$ cat src/rtl/uart_echo_tester_pkg.sv
// Shared types and default timing constants for the UART echo tester.
package uart_echo_tester_pkg;

  localparam int unsigned DefaultClkHz         = 48_000_000;
  localparam int unsigned DefaultBaud          = 115_200;
  localparam int unsigned DefaultTimeoutCycles = 48_000;   // 1 ms at 48 MHz
  localparam int unsigned DefaultGapCycles     = 480_000;  // 10 ms at 48 MHz
  localparam int unsigned DefaultCntW          = 16;

  typedef enum logic [2:0] {
    StIdle       = 3'd0,
    StLoad       = 3'd1,
    StStartTx    = 3'd2,
    StWaitTxdone = 3'd3,
    StWaitEcho   = 3'd4,
    StGap        = 3'd5
  } state_e;

endpackage

$ cat src/rtl/uart_echo_tester_sat_counter.sv
// Saturating up-counter with asynchronous active-high reset; holds at all-ones.
module uart_echo_tester_sat_counter #(
  parameter int unsigned W = 16
) (
  input  logic         clk,
  input  logic         reset,
  input  logic         inc,
  output logic [W-1:0] count
);

  logic [W-1:0] count_q;

  always_ff @(posedge clk or posedge reset) begin
    if (reset) begin
      count_q <= '0;
    end else if (inc && (count_q != '1)) begin
      count_q <= count_q + W'(1);
    end
  end

  assign count = count_q;

endmodule

$ cat src/rtl/uart_echo_tester.sv
// Sends an incrementing byte pattern through uart_tx, checks each echo from uart_rx,
// and keeps ok/error/timeout statistics.
module uart_echo_tester
  import uart_echo_tester_pkg::*;
#(
  parameter int unsigned TIMEOUT_CYCLES = DefaultTimeoutCycles,
  parameter int unsigned GAP_CYCLES     = DefaultGapCycles,
  parameter logic [7:0]  START_BYTE     = 8'h00,
  parameter int unsigned CNT_W          = DefaultCntW
) (
  input  logic             clk,
  input  logic             reset,
  input  logic             enable,
  output logic [7:0]       data_to_tx,
  output logic             start_tx,
  input  logic             tx_busy,
  input  logic [7:0]       data_received,
  input  logic             rx_done,
  input  logic             parity_error,
  output logic [CNT_W-1:0] tx_count,
  output logic [CNT_W-1:0] ok_count,
  output logic [CNT_W-1:0] err_count,
  output logic [CNT_W-1:0] timeout_count,
  output logic [7:0]       last_rx,
  output logic             link_ok,
  output logic             busy
);

  state_e      state_q, state_d;
  logic [31:0] timer_q, timer_d;
  logic [7:0]  pattern_q, pattern_d;
  logic [7:0]  data_to_tx_q, data_to_tx_d;
  logic [7:0]  last_rx_q, last_rx_d;
  logic        link_ok_q, link_ok_d;
  logic        echo_seen_q, echo_seen_d;
  logic        inc_tx, inc_ok, inc_err, inc_to;
  logic        rx_take, rx_late, rx_match, timer_to, timer_gap;

  assign timer_to  = (timer_q == TIMEOUT_CYCLES - 1);
  assign timer_gap = (timer_q == GAP_CYCLES - 1);
  assign rx_match  = !parity_error && (data_received == data_to_tx_q);
  assign rx_take   = rx_done && (state_q inside {StStartTx, StWaitTxdone, StWaitEcho, StGap});
  // Anything after the first echo of an exchange, or during the gap, is a late echo.
  assign rx_late   = (state_q == StGap) || echo_seen_q;

  always_ff @(posedge clk or posedge reset) begin
    if (reset) begin
      state_q      <= StIdle;
      timer_q      <= '0;
      pattern_q    <= START_BYTE;
      data_to_tx_q <= START_BYTE;
      last_rx_q    <= 8'h00;
      link_ok_q    <= 1'b0;
      echo_seen_q  <= 1'b0;
    end else begin
      state_q      <= state_d;
      timer_q      <= timer_d;
      pattern_q    <= pattern_d;
      data_to_tx_q <= data_to_tx_d;
      last_rx_q    <= last_rx_d;
      link_ok_q    <= link_ok_d;
      echo_seen_q  <= echo_seen_d;
    end
  end

  always_comb begin
    state_d      = state_q;
    timer_d      = timer_q + 32'd1;
    pattern_d    = pattern_q;
    data_to_tx_d = data_to_tx_q;
    last_rx_d    = last_rx_q;
    link_ok_d    = link_ok_q;
    echo_seen_d  = echo_seen_q;
    inc_tx       = 1'b0;
    inc_ok       = 1'b0;
    inc_err      = 1'b0;
    inc_to       = 1'b0;

    // Echo evaluation first so a same-cycle timeout below can force link_ok low.
    if (rx_take) begin
      last_rx_d   = data_received;
      echo_seen_d = 1'b1;
      if (rx_match && !rx_late) begin
        inc_ok    = 1'b1;
        link_ok_d = 1'b1;
      end else begin
        inc_err   = 1'b1;
        link_ok_d = 1'b0;
      end
    end

    unique case (state_q)
      StIdle: begin
        timer_d = '0;
        if (enable) state_d = StLoad;
      end
      StLoad: begin
        data_to_tx_d = pattern_q;
        inc_tx       = 1'b1;
        echo_seen_d  = 1'b0;
        timer_d      = '0;
        state_d      = StStartTx;
      end
      StStartTx: begin
        if (tx_busy) begin
          timer_d = '0;
          state_d = StWaitTxdone;
        end else if (timer_to) begin
          inc_to    = 1'b1;
          link_ok_d = 1'b0;
          timer_d   = '0;
          state_d   = StGap;
        end
      end
      StWaitTxdone: begin
        if (!tx_busy) begin
          timer_d = '0;
          state_d = (echo_seen_q || rx_done) ? StGap : StWaitEcho;
        end
      end
      StWaitEcho: begin
        if (rx_done) begin
          timer_d = '0;
          state_d = StGap;
        end else if (timer_to) begin
          inc_to    = 1'b1;
          link_ok_d = 1'b0;
          timer_d   = '0;
          state_d   = StGap;
        end
      end
      StGap: begin
        if (timer_gap) begin
          pattern_d = pattern_q + 8'd1;
          timer_d   = '0;
          state_d   = enable ? StLoad : StIdle;
        end
      end
      default: begin
        timer_d = '0;
        state_d = StIdle;
      end
    endcase
  end

  // Decoded from state so reset drops start_tx asynchronously.
  always_comb begin
    start_tx = (state_q == StStartTx);
    busy     = (state_q != StIdle);
  end

  assign data_to_tx = data_to_tx_q;
  assign last_rx    = last_rx_q;
  assign link_ok    = link_ok_q;

  uart_echo_tester_sat_counter #(.W(CNT_W)) u_tx_cnt (
    .clk   (clk),
    .reset (reset),
    .inc   (inc_tx),
    .count (tx_count)
  );

  uart_echo_tester_sat_counter #(.W(CNT_W)) u_ok_cnt (
    .clk   (clk),
    .reset (reset),
    .inc   (inc_ok),
    .count (ok_count)
  );

  uart_echo_tester_sat_counter #(.W(CNT_W)) u_err_cnt (
    .clk   (clk),
    .reset (reset),
    .inc   (inc_err),
    .count (err_count)
  );

  uart_echo_tester_sat_counter #(.W(CNT_W)) u_to_cnt (
    .clk   (clk),
    .reset (reset),
    .inc   (inc_to),
    .count (timeout_count)
  );

endmodule

$ cat config.mk
export PLATFORM = sky130hd
export DESIGN_NAME = uart_echo_tester
export DESIGN_NICKNAME = d
export VERILOG_FILES = /design/src/rtl/uart_echo_tester_pkg.sv /design/src/rtl/uart_echo_tester_sat_counter.sv /design/src/rtl/uart_echo_tester.sv
export SDC_FILE = /design/constraint.sdc
export NUM_CORES = 1
export LEC_CHECK = 0
export ABC_CLOCK_PERIOD_IN_PS = 11350
export CAP_MARGIN = 5
export CORE_AREA = 2 2 111 91
export DETAILED_ROUTE_END_ITERATION = 8
export DIE_AREA = 0 0 113 93
export DONT_BUFFER_PORTS = 1
export PLACE_DENSITY = 0.77
export SLEW_MARGIN = 20
export SYNTH_ARGS = -nofsm -noshare
export SYNTH_HDL_FRONTEND = slang
export SYNTH_SLANG_ARGS = --single-unit
$ cat constraint.sdc
create_clock -name clk -period 11.35 [get_ports clk]
set_input_delay 1.135 -clock clk [delete_from_list [all_inputs] [get_ports clk]]
set_output_delay 1.135 -clock clk [all_outputs]
set_load 0.02 [all_outputs]
-- Yosys cells after proc, flatten, opt, wreduce, memory -nomap -nowiden
Index checks and enable logic that the tools add are counted.
- flip-flop bits (word level): 125
- bits of input ports: 14
- output and inout bits: 83
- logic and storage cells: 80
- add/subtract/negate cells: 6
- eq/ne operators: 15
- mux-type cells: 31
- reduce and logical (&&, ||, !) cells: 17
- operators by type and width (operator ; count):
    $mux 32 ; 5
    $pmux 32 s4 ; 1
    $add 16x1->16 const B ; 4
    $ne 16x16->1 const B ; 4
    $add 32x1->32 const B ; 1
    $eq 32x16->1 const B ; 1
    $eq 32x19->1 const B ; 1
    $mux 3 ; 6
    $pmux 3 s6 ; 1
    $mux 1 ; 16
    $add 8x1->8 const B ; 1
    $eq 8x8->1 ; 1
    $logic_and 1x1->1 ; 7
    $eq 3x2->1 const B ; 2
    $eq 3x3->1 const B ; 2
    $ne 2x2->1 const B ; 3
    $pmux 1 s2 ; 2
    $reduce_bool 4->1 ; 1
    $eq 3x1->1 const B ; 1
    $logic_not 3->1 ; 1
    $reduce_and 3->1 ; 1
    $reduce_bool 3->1 ; 1
    $logic_not 1->1 ; 2
    $logic_or 1x1->1 ; 2
    other kinds (2) ; 2

-- Longest topological paths before layout
- depth in word-level cells: 9
- gate-level depth with buffers: 8
- gate-level depth less buffers: 7

-- Cells and area by module
From an unflattened synthesis, not the netlist that was laid out.
- cell total of the unflattened synthesis: 571
- area total of the unflattened synthesis: 6257.3 µm²
- modules (own cells, without submodules) (module ; instances ; cells an instance ; area an instance (µm²) ; sequential area each (µm²)):
    uart_echo_tester_sat_counter ; 4 ; 71 ; 805.8 ; 400.4
    uart_echo_tester ; 1 ; 287 ; 3034.2 ; 1526.5

-- Worst setup path before layout
No wires, ideal clock.
- path type: input to register
- start point: in data_received[1]
- end point: reg u_ok_cnt.count_q[6], in the netlist u_ok_cnt.count[6]
- library setup time: 0.130 ns
- data arrival time: 2.646 ns
- required time: 11.220 ns
- slack: 8.574 ns
- cell stages on the path: 6
- buffers on the path: 0
- path through: xor2_1 > a2111oi_4 > nand4_2 > a2111oi_4 > nand3_1 > xnor2_1
- word-level cells in the longest chain between the ends: 6
- ends and longest elaborated chain (what ; RTL line ; text):
    start: declaration ; uart_echo_tester.sv:17 ; input logic [7:0] data_received,
    $eq 8x8->1 ; uart_echo_tester.sv:41 ; assign rx_match = !parity_error && (data_received == data_to_tx_q);
    $logic_and 1x1->1 ; uart_echo_tester.sv:41 ;
    $logic_and 1x1->1 ; uart_echo_tester.sv:83 ; if (rx_match && !rx_late) begin
    $mux 1 ; uart_echo_tester.sv:83 ;
    $mux 1 ; uart_echo_tester.sv:80 ; if (rx_take) begin
    $logic_and 1x1->1 ; uart_echo_tester_sat_counter.sv:16 ; end else if (inc && (count_q != '1)) begin
    end signal: assignment ; uart_echo_tester_sat_counter.sv:17 ; count_q <= count_q + W'(1);
    end: declaration ; uart_echo_tester_sat_counter.sv:11 ; logic [W-1:0] count_q;
Every way passes these cells.
A chain may end at the register's enable or synchronous reset.

-- Worst setup path in the final report
- start point: reg state_q[2]
- end point: out start_tx
- word-level cells in the longest chain between the ends: 1
- ends and longest elaborated chain (what ; RTL line ; text):
    start: declaration ; uart_echo_tester.sv:29 ; state_e state_q, state_d;
    start signal: assignment ; uart_echo_tester.sv:48 ; state_q <= StIdle;
    start signal: assignment ; uart_echo_tester.sv:56 ; state_q <= state_d;
    $eq 3x2->1 ; uart_echo_tester.sv:148 ; start_tx = (state_q == StStartTx);
    end: declaration ; uart_echo_tester.sv:15 ; output logic start_tx,
Every way passes these cells.

==> flow_summary.ini <==
[outcome]
status = complete, but fails checks
violations = design-rule violations

[worst_setup_path]
worstRegToRegCells = 5
reg2reg_to = u_to_cnt.count[1]$_DFFE_PP0P_
cp_top_family = simple AND/OR/NAND/NOR gates
worstSetupStartpoint = state_q[2]$_DFFE_PP0P_
critPathBufInv = 0
worstSetupPathType = flop to output port
crit_slowest_cell = dfrtp_1
cp_max_fo = 13
path_cells = nand2b_1 -> nor2_1
r2r-start = timer_q[28]$_DFF_PP0_
reg2reg_setup_slack_ps = 8890
endpoint = start_tx
cpPeakStageDelay_ps = 510
worst_ep_arrival_time_ps = 1550
start_kind = flop
critPathRequiredTime_ps = 10220
cp.depth = 2
critPathCaptureType = output port

[sta]
tightest_slew_ps = 748
fin_crit_ps = 2690
clock.fmax_mhz = 372
skew_ps = 7.74
period_share = 0.237
finalMaxSlewViolations = 0
setup_violations = 0
hold_viol = 0
fin_tns_setup_ps = 0
rsz0062_at_grt = no
relSlewSlack = 0.502

[synth]
synth.mux.area_fraction = 0.0240
synth-compound-area-share = 0.0306
ys_seq_elements = 125
synth_adder_area_share = 0.0123
synth_simple_gate_area_share = 0.250
syn_avg_cell_area_um2 = 10.7
ys.flop_type = dfrtp_1
synth-edff-count = 0
syn_nets = 592
ys_warn_count = 0
synthArstFlopShare = 1.00
netlist-cell-type-count = 47
synth_top_family_by_area = simple AND/OR/NAND/NOR gates
synth_area_um2 = 6090
netlist_instances = 572
yosysSeqAreaShare = 0.513
yosys.area_share.xor_xnor = 0.151

[clock_network]
clk_pin_slew_ps = 50
cts.root.buffer_cell = clkbuf_16
clkSinkCount = 125
worstSkewPairLatency_ps = 410
cts_hold_buf = 0
cts_tree = yes
postCtsSetupBuffers = 0
cts_buffers = 17
htreeDepth = 4
clockBufferDepth = 2
cts-resized-gates = 0

[die]
pin_count = 97
coreArea_um2 = 9450
initial_core_util = 0.645
dieArea_um2 = 10500
die_y_um = 93
die_w_um = 113
row_count = 32

[routing]
first_iter_violations = 340
drc = 9
viasPerCell = 5.93
ant_nets = 0
avgRoutedWirePerCell_um = 17.1
drt-total-wl_um = 12200
via_count = 4220
firstDrtPassIters = 7

[global_routing]
overflow = 0
antenna_found_initial = 0
gr-max-usage-layer = met2
grt_pass1_vias = 4246
grt_util_met2 = 0.382
grt_use_met3 = 0.0920
grt_start_max_net_pins = 86
grtUsageTotal = 0.249
use_met1 = 0.326
grt_pass1_wl_um = 20700

[place]
place_area_um2 = 6190
placed_cells = 680
gp_congestion = 0.818
dp_hpwl_um = 8270
portBuffers = 0

[power]
switchingPower_mw = 0.431
internal_power_mw = 0.914
power_frac_seq = 0.442
power_frac_comb = 0.156
leakage_nw = 2.99
p_sw_frac = 0.321
max-vdd-ir-drop_mv = 0.149
clockPowerShare = 0.403
power_density_nw_per_um2 = 198
totalPowerFinal_mw = 1.35

[cells_and_area]
n_antenna_cell = 0
design_area_um2 = 6790
drive_above_1_share = 0.120
final_util = 0.718
fin_cells = 712
nets = 600
area_delta_synth_final_pct = 11.4

[worst_hold_path]
hold_path.class = flop to flop
min_from = pattern_q[7]$_DFFE_PP0P_

[job]
maxCapViolCount = 0
[power by group through the flow]
| stage | sequential [mW] | combinational (mW) | clock (mW) |
|---|---|---|---|
| after global placement | 0.597 | 0.202 | 0 |
| after floorplan | 0.575 | 0.180 | 0 |
| after CTS | 0.594 | 0.212 | 0.549 |
| final | 0.594 | 0.209 | 0.542 |
| after global routing | 0.602 | 0.237 | 0.571 |
| after detailed placement | 0.600 | 0.209 | 0 |
[registers in the layout, indices dropped and copies added, names as in the netlist]
register	flops
state_q	3
u_tx_cnt.count	16
u_err_cnt.count	16
timer_q	32
pattern_q	8
link_ok	1
u_ok_cnt.count	16
u_to_cnt.count	16
data_to_tx	8
last_rx	8
echo_seen_q	1
[worst reg2reg max path, cell delays in order, from the launching register on]
cell	delay, ps
dfrtp_1	400
nor4_1	400
nand4_1	330
nor4_4	500
o211a_4	360
mux2_2	360
[synth_stat cells (8+ instances only)]
| cell | count | share of area |
|---|---|---|
| dfrtp_1 | 125 | 0.51 |
| xnor2_1 | 73 | 0.10 |
| nor2_1 | 65 | 0.040 |
| nand2_1 | 64 | 0.039 |
| nand3_1 | 34 | 0.028 |
| xor2_1 | 32 | 0.046 |
| nand4_1 | 28 | 0.029 |
| and3_1 | 16 | 0.016 |
| and4_1 | 15 | 0.022 |
| mux2_2 | 13 | 0.024 |
| clkbuf_1 | 10 | 0.0062 |
| nor3_1 | 10 | 0.0082 |
| nor4_1 | 10 | 0.010 |
| inv_1 | 8 | 0.0049 |
[area by class of cell]
class                           instances  area [µm²]
Inverter                                8        32.5
Clock buffer                           21         450
Timing Repair Buffer                    4        33.8
Multi-Input combinational cell        424        2850
Tap cell                              119         149
Fill cell                             670        2660
Sequential cell                       125        3130
Clock inverter                         11         143
[metal layers]
metal  vias up  part of all wire
met5         -                 0
met4         0             0.014
met3        18             0.068
met2       109              0.47
met1      2094              0.44
li1       1999                 -
[worst min-delay path by stage]
stage / end / cells after the start
6_report: pattern_q[7]$_DFFE_PP0P_ / 1
4_1_cts: pattern_q[7]$_DFFE_PP0P_ / 1
3_3_place_gp: pattern_q[7]$_DFFE_PP0P_ / 1
2_1_floorplan: pattern_q[7]$_DFFE_PP0P_ / 1
3_5_place_dp: pattern_q[7]$_DFFE_PP0P_ / 1
5_1_grt: pattern_q[7]$_DFFE_PP0P_ / 1
[placed cells by master, fill, tap and decap left out, types with 3 or more instances in the layout]
cell,netlist,routed
nor2_1,65,65
mux2_2,13,13
nor2b_1,3,3
bufinv_16,0,3
dfrtp_1,125,125
nand2_1,64,64
and2_1,3,3
clkinv_2,0,4
and4_1,15,15
nand4_1,28,28
clkbuf_1,10,3
nand2b_1,7,7
nor4_2,3,3
inv_1,8,7
a21oi_1,7,7
xor2_1,32,32
nor4_1,10,10
nand3_1,34,34
clkbuf_16,0,17
nor3_1,10,10
buf_4,2,3
xnor2_1,73,73
and3_1,16,16
ha_1,6,6
[per-stage QoR]
stage                     setup slack [ps]  hold WS (ps)
after detailed placement              8330           461
final                                 8660           467
after CTS                             8660           468
after floorplan                       6890           438
after global routing                  8610           490
after global placement                8410           456
[cells by family after synthesis]
kind of cell             after synthesis
AO/OA/AOI/OAI                         21
XOR/XNOR                             105
adder cells (fa/ha/maj)                6
buffers and inverters                 23
flip-flops                           125
multiplexers                          13
AND/OR/NAND/NOR                      279
Note: power is estimated with default switching activity, not from simulation.
